===== src/rtl/td4_core_param_if.sv =====
// Bus between the TD4-style core and its ROM / board I/O.
// The core attaches to the master modport; the ROM and I/O side attaches to the slave modport.
interface td4_core_param_if #(
  parameter int DATA_W = 4,
  parameter int ADDR_W = 4
);
  logic [DATA_W-1:0] IN_PORT;
  logic [DATA_W+3:0] ROM_DATA;
  logic              ROM_VALID;
  logic [ADDR_W-1:0] ROM_ADDR;
  logic [DATA_W-1:0] OUT_PORT;
  logic              OUT_STB;
  logic              HALTED;

  modport master (
    input  IN_PORT, ROM_DATA, ROM_VALID,
    output ROM_ADDR, OUT_PORT, OUT_STB, HALTED
  );

  modport slave (
    output IN_PORT, ROM_DATA, ROM_VALID,
    input  ROM_ADDR, OUT_PORT, OUT_STB, HALTED
  );
endinterface


===== src/rtl/td4_core_param.sv =====
// Parametrised TD4 accumulator core.
// Executes one instruction per edge on which ROM_VALID is high, and stops in HALT until CLR.
module td4_core_param #(
  parameter int DATA_W = 4,
  parameter int ADDR_W = 4
) (
  input  logic                CLK,
  input  logic                CLR,
  td4_core_param_if.master    bus
);

  typedef enum logic {ST_RUN, ST_HALT} state_t;

  state_t            st, st_n;
  logic [DATA_W-1:0] a, a_n, b, b_n, out_q, out_n;
  logic [ADDR_W-1:0] pc, pc_n;
  logic              c, c_n, stb, stb_n;
  logic [3:0]        op;
  logic [DATA_W-1:0] im;
  logic              vld_p0;

  function automatic logic [DATA_W:0] add_c(input logic [DATA_W-1:0] x, input logic [DATA_W-1:0] y);
    return {1'b0, x} + {1'b0, y};
  endfunction

  assign op     = bus.ROM_DATA[DATA_W +: 4];
  assign im     = bus.ROM_DATA[DATA_W-1:0];
  assign vld_p0 = (st == ST_RUN) && bus.ROM_VALID;

  always_comb begin
    st_n  = st;
    a_n   = a;
    b_n   = b;
    c_n   = c;
    pc_n  = pc;
    out_n = out_q;
    stb_n = 1'b0;
    if (vld_p0) begin
      // Any executed instruction clears carry unless it is an ADD.
      c_n  = 1'b0;
      pc_n = pc + ADDR_W'(1);
      case (op)
        4'b0000: {c_n, a_n} = add_c(a, im);
        4'b0101: {c_n, b_n} = add_c(b, im);
        4'b1000: {c_n, a_n} = add_c(a, b);
        4'b0011: a_n = im;
        4'b0111: b_n = im;
        4'b0001: a_n = b;
        4'b0100: b_n = a;
        4'b0010: a_n = bus.IN_PORT;
        4'b0110: b_n = bus.IN_PORT;
        4'b1001: begin out_n = b;  stb_n = 1'b1; end
        4'b1011: begin out_n = im; stb_n = 1'b1; end
        4'b1111: pc_n = ADDR_W'(im);
        4'b1110: if (!c) pc_n = ADDR_W'(im);
        4'b1101: begin pc_n = pc; st_n = ST_HALT; end
        default: ;
      endcase
    end
  end

  always_ff @(posedge CLK) begin
    if (CLR) begin
      st    <= ST_RUN;
      a     <= '0;
      b     <= '0;
      c     <= 1'b0;
      pc    <= '0;
      out_q <= '0;
      stb   <= 1'b0;
    end else begin
      st    <= st_n;
      a     <= a_n;
      b     <= b_n;
      c     <= c_n;
      pc    <= pc_n;
      out_q <= out_n;
      stb   <= stb_n;
    end
  end

  assign bus.ROM_ADDR = pc;
  assign bus.OUT_PORT = out_q;
  assign bus.OUT_STB  = stb;
  assign bus.HALTED   = (st == ST_HALT);

endmodule


===== src/flat_wrapper.sv =====
// flat-port wrapper written by rule: the top's interface ports become plain ports
module td4_core_param_flat 
#(
  parameter int DATA_W = 4,
  parameter int ADDR_W = 4
)
  (CLK, CLR, bus_IN_PORT, bus_ROM_DATA, bus_ROM_VALID, bus_ROM_ADDR, bus_OUT_PORT, bus_OUT_STB, bus_HALTED);
  td4_core_param_if #(.DATA_W(DATA_W), .ADDR_W(ADDR_W)) bus_i ();
  input  logic CLK;
  input  logic CLR;
  input wire logic [$bits(bus_i.IN_PORT)-1:0] bus_IN_PORT;
  input wire logic [$bits(bus_i.ROM_DATA)-1:0] bus_ROM_DATA;
  input wire logic [$bits(bus_i.ROM_VALID)-1:0] bus_ROM_VALID;
  output wire logic [$bits(bus_i.ROM_ADDR)-1:0] bus_ROM_ADDR;
  output wire logic [$bits(bus_i.OUT_PORT)-1:0] bus_OUT_PORT;
  output wire logic [$bits(bus_i.OUT_STB)-1:0] bus_OUT_STB;
  output wire logic [$bits(bus_i.HALTED)-1:0] bus_HALTED;
  assign bus_i.IN_PORT = bus_IN_PORT;
  assign bus_i.ROM_DATA = bus_ROM_DATA;
  assign bus_i.ROM_VALID = bus_ROM_VALID;
  assign bus_ROM_ADDR = bus_i.ROM_ADDR;
  assign bus_OUT_PORT = bus_i.OUT_PORT;
  assign bus_OUT_STB = bus_i.OUT_STB;
  assign bus_HALTED = bus_i.HALTED;
  td4_core_param #(.DATA_W(DATA_W), .ADDR_W(ADDR_W)) u_core (.CLK(CLK), .CLR(CLR), .bus(bus_i));
endmodule

===== config.mk =====
export PLATFORM = sky130hd
export DESIGN_NAME = td4_core_param_flat
export DESIGN_NICKNAME = d
export VERILOG_FILES = /design/src/rtl/td4_core_param_if.sv /design/src/rtl/td4_core_param.sv /design/src/flat_wrapper.sv
export SDC_FILE = /design/constraint.sdc
export NUM_CORES = 1
export LEC_CHECK = 0
export ABC_AREA = 0
export CORE_MARGIN = 2
export CORE_UTILIZATION = 25
export DETAILED_ROUTE_END_ITERATION = 16
export GPL_TIMING_DRIVEN = 0
export MAX_ROUTING_LAYER = met4
export PLACE_DENSITY = 0.4
export SLEW_MARGIN = 25
export SYNTH_ARGS = -nofsm -noshare
export SYNTH_HDL_FRONTEND = slang
export SYNTH_SLANG_ARGS = --single-unit

===== constraint.sdc =====
create_clock -name CLK -period 4.7 [get_ports CLK]
set_input_delay 0.94 -clock CLK [delete_from_list [all_inputs] [get_ports CLK]]
set_output_delay 0.94 -clock CLK [all_outputs]
set_load 0.05 [all_outputs]

==> results.md <==
* Initial DRC Count at between 60 and 70
* Sw Pwr at 0.0001370 W
* Required time of the critical path at about 4.8 ns
* Initial antenna violation count at 0
* Max clock buf depth at 2
* Cell Rows at 29
* Clock group share of total power at 28.7%
* Leak Pwr at around 0.8 nW
* Post-synthesis average cell area at 8.460 sq um
* Starting density of the core at 25.71%
* Setup violators final at 0
* Drt total wl at approximately 4600 microns
* CTS hold repair buffers at 0
* Layout cells sized above 1 at between 10% and 20%
* Peak VDD IR at slightly below 90 uV
* Synthesized area at 0.001633 sq mm
* Vias post-DR at 1469
* Die Y at approximately 85 microns
* Flops & latches, synth at 19
* Clock transition at the registers of the reported paths at approximately 0.080 ns
* Port bufs at 23
* Fillers at between 600 and 700
* Cells after Synth at about 190
* Endpoint type of the worst setup path: flop
* Ys Warns at 0
* CTS Root Cell: clkbuf_8
* Vias/cell at 4.946
* Final min period at around 2.8 ns
* Top cell type's share of synthesized area at between 20% and 30%
* CTS Sinks at 19
* Reg power frac at 41.9%
* Largest area contributor in the netlist: dfxtp_1
* Synth cell count leaders: dfxtp_1, a21oi_1, ha_1, nor2_1, nand2_1
* Die X at about 85 microns
* Pins Over Slew Limit at 0
* Setup Crit Path Kind: input port to flop
* Vias in the first global route at 1485
* Worst-path fanout max at 7
* Post-synth EDFFs at 0
* Top-count cell post-synth: dfxtp_1
* Worst Hold Slack at about 0.50 ns
* CTS resizes at 0
* # DRC at 0
* CTS buffer count at 3
* Main synth FF type: dfxtp_1
* RSZ-0062 raised after global routing: no
* Comb pwr share at a little under 30%
* Number of library cell types mapped by synthesis at 51
* CP Launch Type: input port
* Post-synthesis sequential area ratio at a little under a quarter
* Setup bufs post-CTS at 0
* I/O pins at 25
* WL per Instance at around 15 microns
* Fin nets at roughly 250
* Overall Global Routing Usage at 13.73%
* Worst EP arrival at 2.88 ns
* DPL Wire Length at roughly 3600 microns
* Internal power at about 0.00028 W
* Synth top area cells: dfxtp_1, ha_1, a21oi_1, mux2i_1, fa_1
* Clock skew at roughly 0.0014 ns
* Max-cap viol count at 0
* PwrDens at 209.5 mW/mm^2
* Post-DRT Antenna Nets at 0
* Rel. slew slack at 57.87%
* Outcome: complete, no violations
* Final hold vios at 0
* CTS tree: done
* Syn_nets at ~220
* Gr ovfl total at 0
* Clk_lat worst skew at around 0.26 ns
* Fin Setup TNS at 0 ns
* Sw frac at approximately a third
* Die ar. at between 0.007 and 0.008 sq mm
* Drt pass-1 iters at 4
* Area of the core at 0.006350 sq mm
* Final Wtd Congestion at roughly 0.8
* Async SR Flop Fraction at 0%
* Area delta synth->final at 22.76%
* CTS H-tree depth at 1
* Diodes inserted at 0
* Final period util at between 50 and 60%
* DP Area at about 0.0020 sq mm
* Worst Hold Class: flop to flop
* Largest net degree at the start of global routing at 11
* F_max at roughly 360 MHz
* First-pass GRT wire length at roughly 7400 microns
* Slew at the pin with the worst max-slew slack at roughly 0.63 ns
* Post-route cell area at 0.002004 sq mm
-- final cells by class --
| class | count | area (sq um) | share of cell area (%) |
|---|---|---|---|
| Timing Repair Buffer | 23 | 230.2 | 11.49 |
| Tap cell | 77 | 96.34 | 4.806 |
| Multi-Input combinational cell | 150 | 1132 | 56.49 |
| Inverter | 10 | 37.54 | 1.873 |
| Buffer | 14 | 82.58 | 4.120 |
| Clock buffer | 4 | 45.04 | 2.247 |
| Sequential cell | 19 | 380.4 | 18.98 |
-- registers in the layout, summed over array words and instances (netlist names) --
| register | flops |
|---|---|
| u_core.bus.OUT_PORT | 4 |
| u_core.bus.ROM_ADDR | 4 |
| u_core.bus.OUT_STB | 1 |
| u_core.b | 4 |
| u_core.bus.HALTED | 1 |
| u_core.a | 4 |
| u_core.c | 1 |
-- power by group through the flow --
stage	clock network, W	registers, W	logic (W)
floorplan	0	0.000190	0.0000719
CTS	0.000130	0.000176	0.000126
global route	0.000133	0.000177	0.000138
global placement	0	0.000180	0.000125
finish	0.000120	0.000176	0.000124
detailed placement	0	0.000180	0.000126
-- worst max-delay path, stage by stage --
cell             delay [ns]
clkdlybuf4s50_1        0.57
ha_1                   0.31
inv_1                  0.07
fa_1                   0.21
nor2b_1                0.06
o21a_1                 0.16
o311ai_0               0.39
a31oi_1                0.16
-- through the flow --
stage	util [%]	worst slack, ns	total power, W	cells
after floorplan	-	2.580	0.0002623	193
after global placement	30.86	1.588	0.0003053	293
after detailed placement	30.86	1.650	0.0003055	293
after CTS	31.57	1.920	0.0004317	297
after global routing	31.57	1.850	0.0004487	297
final	31.57	1.939	0.0004198	297
-- metal layers --
layer | vias to the layer above | GRT usage, % | share of wire (%) | routed length [microns]
li1 | 764 | - | - | -
met1 | 680 | 18.40 | 49 | 2270
met2 | 23 | 21.90 | 47 | 2142
met3 | 2 | 2.529 | 3.4 | 154
met4 | 0 | 2.597 | 0.50 | 23
met5 | - | - | 0 | 0
-- final timing paths --
check | startpoint | to | slack [ns] | cells past startpoint
max | bus_ROM_DATA[0] | u_core.c | 1.94 | 8
min | u_core.bus.OUT_PORT[2] | u_core.bus.OUT_PORT[2] | 0.50 | 2
max reg2reg | u_core.b[0] | u_core.a[2] | 2.90 | 6
min reg2reg | u_core.bus.OUT_PORT[2] | u_core.bus.OUT_PORT[2] | 0.50 | 2
-- layout by cell type (no fill, tap or decap), drive strengths merged, types with 2 or more instances in the layout --
master,synthesis,layout
clkdlybuf4s50,0,23
dfxtp,19,19
a21oi,16,16
nor2,14,14
ha,13,13
nand2,12,12
inv,10,10
clkbuf,6,10
buf,8,8
mux2i,7,7
nand3,7,7
o21ai,7,7
a211oi,6,6
nor3b,5,5
nor2b,5,5
or3,4,4
nand2b,4,4
o21a,3,3
and3,3,3
a31oi,3,3
xnor2,3,3
nor3,3,3
o41ai,3,3
nand3b,3,3
fa,3,3
o311ai,2,2
a21o,2,2
a21boi,2,2
a311oi,2,2
-- cell families after synthesis --
group	Yosys count	share of synthesized area (%)
compound gates	56	24.52
xor+xnor	4	2.146
flops	19	23.29
simple gates	65	22.68
mux	9	6.360
buf+inv	24	7.356
fa+ha+maj	16	13.64
Note: power is estimated with default switching activity, not from simulation.
